File: config.mk
export PLATFORM = sky130hd
export DESIGN_NAME = light_phase_scheduler
export DESIGN_NICKNAME = d
export VERILOG_FILES = /design/src/rtl/light_phase_scheduler.sv
export SDC_FILE = /design/constraint.sdc
export NUM_CORES = 1
export LEC_CHECK = 0
export BUFFER_PORTS_ARGS = -buffer_cell sky130_fd_sc_hd__buf_4
export CAP_MARGIN = 20
export CELL_PAD_IN_SITES_DETAIL_PLACEMENT = 0
export CELL_PAD_IN_SITES_GLOBAL_PLACEMENT = 1
export CORE_ASPECT_RATIO = 0.5
export CORE_MARGIN = 2
export CORE_UTILIZATION = 48
export CTS_CLUSTER_DIAMETER = 200
export CTS_CLUSTER_SIZE = 40
export DETAILED_ROUTE_END_ITERATION = 8
export PLACE_DENSITY_LB_ADDON = 0.1
export SLEW_MARGIN = 20
export SYNTH_ARGS = -nofsm -noshare
export SYNTH_HDL_FRONTEND = slang
export SYNTH_SLANG_ARGS = --single-unit
File: constraint.sdc
create_clock -name clk -period 2.2 [get_ports clk]
set_input_delay 0.44 -clock clk [delete_from_list [all_inputs] [get_ports clk]]
set_output_delay 0.44 -clock clk [all_outputs]
set_load 0.01 [all_outputs]
File: src/rtl/light_phase_scheduler.sv
// light_phase_scheduler
//   Two-direction traffic-light sequencer. Direction A drives led4, direction B
//   drives led5. Six phases run in a ring; each lasts a programmable number of
//   base ticks (T1 yellow, T2 green, T3 all-red). Holding start measures a
//   duration in ticks, shown live on led. Releasing start commits that duration
//   to the T register that sw selects.
//
// Ports
//   clk                     system clock
//   rst                     asynchronous, active-high reset
//   sw[1:0]                 slot select at release: 00 none, 01 T1, 10 T2, 11 T3
//   start                   asynchronous push button (synchronised internally)
//   led4_r/g/b, led5_r/g/b  direction A / B RGB drive (registered; b always 0)
//   led[DUR_W-1:0]          live measurement while start is held, else 0 (registered)
module light_phase_scheduler #(
  parameter int TICK_DIV = 125_000_000,
  parameter int DUR_W    = 4,
  parameter int DEF_T1   = 1,
  parameter int DEF_T2   = 5,
  parameter int DEF_T3   = 1
) (
  input  logic             clk,
  input  logic             rst,
  input  logic [1:0]       sw,
  input  logic             start,
  output logic             led4_r,
  output logic             led4_g,
  output logic             led4_b,
  output logic             led5_r,
  output logic             led5_g,
  output logic             led5_b,
  output logic [DUR_W-1:0] led
);

  localparam int PW = (TICK_DIV > 2) ? $clog2(TICK_DIV) : 1;
  localparam logic [DUR_W-1:0] MEAS_MAX = '1;

  typedef enum logic [2:0] {
    ALLRED_A,
    A_GREEN,
    A_YELLOW,
    ALLRED_B,
    B_GREEN,
    B_YELLOW
  } phase_t;

  // ---------------------------------------------------------------------------
  // Base-tick prescaler
  // ---------------------------------------------------------------------------
  logic [PW-1:0] presc_reg;
  logic          tick;

  assign tick = (presc_reg == PW'(TICK_DIV - 1));

  always_ff @(posedge clk or posedge rst) begin
    if (rst) begin
      presc_reg <= '0;
    end else if (tick) begin
      presc_reg <= '0;
    end else begin
      presc_reg <= presc_reg + PW'(1);
    end
  end

  // ---------------------------------------------------------------------------
  // Duration registers and capture path
  // ---------------------------------------------------------------------------
  logic [DUR_W-1:0] t1_reg, t2_reg, t3_reg;
  logic             sync1_reg, sync2_reg, sync_d_reg;
  logic             rise, fall;
  logic [DUR_W-1:0] meas_reg, meas_next;
  logic [DUR_W-1:0] led_reg;

  assign rise = sync2_reg & ~sync_d_reg;
  assign fall = ~sync2_reg & sync_d_reg;

  // Rise has priority over a coincident tick so every measurement starts at 0.
  always_comb begin
    meas_next = meas_reg;
    if (rise) begin
      meas_next = '0;
    end else if (sync2_reg && tick && (meas_reg != MEAS_MAX)) begin
      meas_next = meas_reg + DUR_W'(1);
    end
  end

  always_ff @(posedge clk or posedge rst) begin
    if (rst) begin
      sync1_reg  <= 1'b0;
      sync2_reg  <= 1'b0;
      sync_d_reg <= 1'b0;
      meas_reg   <= '0;
      led_reg    <= '0;
      t1_reg     <= DUR_W'(DEF_T1);
      t2_reg     <= DUR_W'(DEF_T2);
      t3_reg     <= DUR_W'(DEF_T3);
    end else begin
      sync1_reg  <= start;
      sync2_reg  <= sync1_reg;
      sync_d_reg <= sync2_reg;
      meas_reg   <= meas_next;
      led_reg    <= sync2_reg ? meas_next : '0;
      // A zero measurement would stall the phase ring, so it is never committed.
      if (fall && (meas_reg != '0)) begin
        case (sw)
          2'b01:   t1_reg <= meas_reg;
          2'b10:   t2_reg <= meas_reg;
          2'b11:   t3_reg <= meas_reg;
          default: ;
        endcase
      end
    end
  end

  // ---------------------------------------------------------------------------
  // Phase FSM with registered LED decode
  // ---------------------------------------------------------------------------
  phase_t           state_reg, next_state;
  logic [DUR_W-1:0] cnt_reg, next_dur;
  logic             l4r_reg, l4g_reg, l5r_reg, l5g_reg;

  // Duration of the phase being entered comes from the T registers as they
  // stand before this edge, so a same-cycle commit is seen only by later loads.
  always_comb begin
    next_state = ALLRED_A;
    next_dur   = t3_reg;
    case (state_reg)
      ALLRED_A: begin next_state = A_GREEN;  next_dur = t2_reg; end
      A_GREEN:  begin next_state = A_YELLOW; next_dur = t1_reg; end
      A_YELLOW: begin next_state = ALLRED_B; next_dur = t3_reg; end
      ALLRED_B: begin next_state = B_GREEN;  next_dur = t2_reg; end
      B_GREEN:  begin next_state = B_YELLOW; next_dur = t1_reg; end
      B_YELLOW: begin next_state = ALLRED_A; next_dur = t3_reg; end
      default:  begin next_state = ALLRED_A; next_dur = t3_reg; end
    endcase
  end

  always_ff @(posedge clk or posedge rst) begin
    if (rst) begin
      state_reg <= ALLRED_A;
      cnt_reg   <= DUR_W'(DEF_T3);
      l4r_reg   <= 1'b0;
      l4g_reg   <= 1'b0;
      l5r_reg   <= 1'b0;
      l5g_reg   <= 1'b0;
    end else begin
      if (tick) begin
        // <= 1 rather than == 1 so a corrupted zero count still advances.
        if (cnt_reg <= DUR_W'(1)) begin
          state_reg <= next_state;
          cnt_reg   <= next_dur;
        end else begin
          cnt_reg <= cnt_reg - DUR_W'(1);
        end
      end
      // Decode from the current state; both directions default to red.
      l4r_reg <= 1'b1;
      l4g_reg <= 1'b0;
      l5r_reg <= 1'b1;
      l5g_reg <= 1'b0;
      case (state_reg)
        A_GREEN:  begin l4r_reg <= 1'b0; l4g_reg <= 1'b1; end
        A_YELLOW: begin l4g_reg <= 1'b1; end
        B_GREEN:  begin l5r_reg <= 1'b0; l5g_reg <= 1'b1; end
        B_YELLOW: begin l5g_reg <= 1'b1; end
        default:  ;
      endcase
    end
  end

  assign led4_r = l4r_reg;
  assign led4_g = l4g_reg;
  assign led4_b = 1'b0;
  assign led5_r = l5r_reg;
  assign led5_g = l5g_reg;
  assign led5_b = 1'b0;
  assign led    = led_reg;

endmodule

**After elaboration in Yosys (flattened, before gate mapping)**

Index checks and enable logic that the tools add are counted.

- Memory bits (read-only): 0
- RAM bits: 0
- Register bits: 61
- Latch bits: 0
- Memories: 0
- Logic and storage cells: 57

- Eq/ne operators: 10
- Divide/modulo/power cells: 0
- Reduce and logical (&&, ||, !) cells: 13
- Add/sub/neg operators: 3
- Magnitude comparators: 1
- Bitwise operators: 4
- Muxes and demuxes: 11
- Shifts and indexed selects: 0
- Multiply operators: 0

Operators by type and width:

| operator | number |
|---|---|
| $add A27 B1 Y27 const B | 1 |
| $eq A27 B27 Y1 const B | 1 |
| $mux W27 | 1 |
| $mux W4 | 4 |
| $pmux W3 S5 | 1 |
| $pmux W4 S2 | 1 |
| $reduce_and A2 Y1 | 4 |
| $reduce_or A2 Y1 | 4 |
| $eq A3 B2 Y1 const B | 2 |
| $eq A3 B3 Y1 const B | 2 |
| $add A4 B1 Y4 const B | 1 |
| $eq A2 B2 Y1 const B | 2 |
| $le A4 B1 Y1 const B | 1 |
| $mux W1 | 4 |
| $ne A4 B4 Y1 const B | 1 |
| $reduce_bool A4 Y1 | 1 |
| $sub A4 B1 Y4 const B | 1 |
| $eq A3 B1 Y1 const B | 1 |
| $logic_and A1 B1 Y1 | 3 |
| $logic_not A3 Y1 | 1 |
| $and A1 B1 Y1 | 2 |
| $eq A2 B1 Y1 const B | 1 |
| $not A1 Y1 | 2 |

**Logic depth before layout (Yosys ltp)**

- Depth in word-level cells: 6
- Gate-level depth with buffers: 7

**Least setup slack after synthesis**

No wires, ideal clock.

- Path kind: reg2reg
- Start: register presc_reg[13]
- End: register state_reg[0]
- Stages on the path, launching flop included: 6
- Library setup time: 0.125 ns
- Arrival: 1.745 ns
- Slack: 0.330 ns
- Data required time: 2.075 ns
- Period minus slack after synthesis: 1.870 ns
- Cell sequence: dfrtp_1 -> nor4b_1 -> nand4_1 -> nor4_4 -> nand2_2 -> mux2_2

- Cells in the longest elaborated chain, start to end: 2

Ends and longest elaborated chain:

| item | RTL line | text |
|---|---|---|
| start, declared | 50 | `logic [PW-1:0] presc_reg;` |
| start signal, assigned | 61 | `presc_reg <= presc_reg + PW'(1);` |
| $eq A27 B27 Y1 | 53 | `assign tick = (presc_reg == PW'(TICK_DIV - 1));` |
| $reduce_and A2 Y1 (no source line) | -- |  |
| end signal, assigned | 150 | `state_reg <= next_state;` |
| end, declared | 118 | `phase_t state_reg, next_state;` |

Every way passes these cells.
A chain may end at the register's enable or synchronous reset.

**Worst setup path in the final report**

- Start: register presc_reg[4]
- End: register cnt_reg[0]

- Cells in the longest elaborated chain, start to end: 1

Ends and longest elaborated chain:

| item | RTL line | text |
|---|---|---|
| $eq A27 B27 Y1 | 53 |  |
| end signal, assigned | 141 | `cnt_reg <= DUR_W'(DEF_T3);` |
| end signal, assigned | 151 | `cnt_reg <= next_dur;` |
| end signal, assigned | 153 | `cnt_reg <= cnt_reg - DUR_W'(1);` |
| end, declared | 119 | `logic [DUR_W-1:0] cnt_reg, next_dur;` |

Every way passes these cells.

==> run_results.csv <==
group,metric,value,unit
placed_design,hpwl,4.180,mm
power_and_ir_drop,p_per_area,703.8,nW/um^2
synthesis,synth.distinct_cells,48,
clock_network,numClockSinks,61,
worst_setup_path,end_kind,"flop",
worst_setup_path,r2r-start,"presc_reg[4]$_DFF_PP0_",
clock_network,cts_resized,0,
clock_network,clock_path_buffers,2,
worst_setup_path,critical_path_arrival,2.26,ns
layout,final_common_cell,"dfrtp_1",
placed_design,gp_congestion,0.8463,
layout,syn2layout_area_growth,18.00,%
synthesis,syn_inst,293,
layout,antennaDiodeCount,0,
worst_setup_path,endpoint,"cnt_reg[0]$_DFFE_PP1N_",
synthesis,yosysTopAreaCellShare,46.55,%
layout,fin_util,58.66,%
grt,grt_pass1_vias,2178,
synthesis,ys_seq_area_share,50.91,%
synthesis,synth_edf_count,0,
drt,wl_per_cell,14.26,um
worst_setup_path,path_delay_family,"simple AND/OR/NAND/NOR gates",
drt,antenna_left,0,
floorplan,dieArea,6960,um^2
synthesis,ys_top_cells_by_area,"dfrtp_1, mux2_2, dfstp_2",
synthesis,synth_warnings,0,
synthesis,syn-cell-area,3010,um^2
layout,final_cell_mix,"dfrtp_1, nor2_1, buf_4, nand2_1, nand3_1",
sta,rsz0062_at_grt,"no",
drt,routed_via_density,5.372,
worst_setup_path,r2r_slack,0.18,ns
sta,finalHoldViolations,0,
floorplan,core_area,6056,um^2
floorplan,initial_core_util,49.71,%
synthesis,yosysTopAreaCell,"dfrtp_1",
placed_design,portBuffers,12,
sta,timing.final.crit_period,2.022,ns
drt,postRouteWirelength,5.831,mm
layout,largest_reg_flops,27,
drt,vias,2197,
power_and_ir_drop,p_leak,1.641,nW
drt,drc,0,
grt,grt_overflow_total,0,
sta,fmax,0.4945,GHz
floorplan,rows,20,
worst_setup_path,cp.depth,7,
worst_setup_path,r2r_end,"cnt_reg[0]$_DFFE_PP1N_",
worst_setup_path,cp_slowest_cell,"or4_4",
clock_network,cts_tree,"built",
worst_setup_path,cp_cell_sequence,"nand2_2, or4_4, nor4_4, buf_4, buf_4, mux2i_1, o21ai_0",
worst_setup_path,worstPathMaxFanout,7,
worst_setup_path,cp-start-kind,"flop",
grt,grt_pass1_wl,10.20,mm
layout,fin_nets,326,
drt,drtIter0Drc,82,
worst_setup_path,rr_worst_depth,7,
worst_hold_path,hold_path.class,"in -> async",
synthesis,ys_seq_elements,61,
sta,drv_slew,0,
worst_setup_path,cp.required,2.43,ns
worst_setup_path,crit_path_start,"presc_reg[4]$_DFF_PP0_",
worst_setup_path,critical-path-max-stage-delay,0.50,ns
sta,skew,0.006474,ns
clock_network,clk_pin_slew_worst_paths,0.05,ns
grt,antenna_found_initial,0,
run_status,outcome,"complete, no violations",
clock_network,cts_setup_buffers,0,
synthesis,async_reset_ff_share,100.0,%
power_and_ir_drop,ir_drop,0.4230,mV
clock_network,insertion_delay,0.32,ns
floorplan,die_x,116.0,um
clock_network,htree_levels,3,
grt,grt_usage,19.82,%
worst_setup_path,critical_path_class,"reg -> reg",
floorplan,die_y,60,um
clock_network,cts_buffers,9,
grt,grt_max_degree,39,
clock_network,ctsHoldBuffers,0,
layout,layout-drive-gt1-share,19.63,%
sta,setup_viol,0,
synthesis,synth_ff_type,"dfrtp_1",
sta,period_share,91.92,%
job,maxCapViolCount,0,
synthesis,synth_area_per_cell,10.27,um^2
worst_setup_path,cpMostUsedCell,"buf_4",
clock_network,cts_root_buffer,"clkbuf_16",
sta,setup_tns,0,ns
worst_setup_path,crit_buf_inv,2,
floorplan,io-pin-count,15,
drt,dr.pass1.iters,4,
## how the worst min path moves through the flow
stage / end / slack, ns / cells after the start
after floorplan: sync2_reg$_DFF_PP0_ / 0.33 / 0
after global routing: presc_reg[5]$_DFF_PP0_ / 0.17 / 3
after global placement: sync2_reg$_DFF_PP0_ / 0.33 / 0
after CTS: presc_reg[15]$_DFF_PP0_ / 0.15 / 3
final: presc_reg[5]$_DFF_PP0_ / 0.14 / 3
after detailed placement: sync2_reg$_DFF_PP0_ / 0.35 / 0
## metal layers
layer	vias to the layer above	GRT usage, %	part of all wire [%]
met3	6	6.389	3.8
met1	1071	24.73	48
met4	0	8.163	0.94
met5	-	0	0
li1	1090	-	-
met2	30	32.50	47
## kinds of logic after synthesis
logic type,after synthesis,share of synthesized area (%)
xor gates and xnor gates,25,7.273
adders and majority gates,5,2.078
muxes,16,5.860
buffers and inverters,23,3.242
AOI/OAI and AO/OA,39,9.102
DFF,61,50.91
other,1,0.1246
and+or+nand+nor,123,21.41
## stage by stage
stage | hold slack [ns] | worst slack (ns) | cell area [um^2] | std cells | total power, mW
floorplan | 0.3312 | 0.2552 | 3014 | 294 | 1.174
global route | 0.1711 | 0.00002598 | 3552 | 409 | 2.595
CTS | 0.1456 | 0.1026 | 3545 | 408 | 2.550
global placement | 0.3343 | 0.1981 | 3252 | 392 | 1.191
detailed placement | 0.3509 | 0.1239 | 3252 | 392 | 1.192
finish | 0.1434 | 0.1777 | 3552 | 409 | 2.500
## cells in the mapped netlist, types with 5 or more instances
library cell	number
a21oi_1	5
and3_1	6
and4_1	5
clkbuf_1	7
dfrtp_1	56
dfstp_2	5
ha_1	5
inv_1	11
mux2_2	13
nand2_1	19
nand3_1	18
nand4_1	7
nor2_1	35
nor3_1	6
nor4_1	6
o21ai_0	10
xnor2_1	15
xor2_1	10
## report_power, final
part           internal (mW)  leakage [nW]  switching (mW)
Sequential              1.13         0.802         0.00415
Clock                  0.882         0.146           0.447
Combinational         0.0118         0.692          0.0280
Total                   2.02          1.64           0.479
## worst reg2reg max path: cells and delay by family, from the launching register on
kind,cells,cell delay [ns]
buffers and inverters,2,0.33
DFF,1,0.44
and+or+nand+nor,3,0.90
AOI/OAI and AO/OA,1,0.10
muxes,1,0.17
## area by class of cell
cell class	count	area, um^2
fillers	533	2504
flip-flops and latches	61	1533
multi-input cells	210	1390
clock buffers	15	287.8
repair buffers	23	185.2
well taps	88	110.1
inverters	11	41.29
clock inverters	1	5.005
Power figures use the tool's default switching activity.
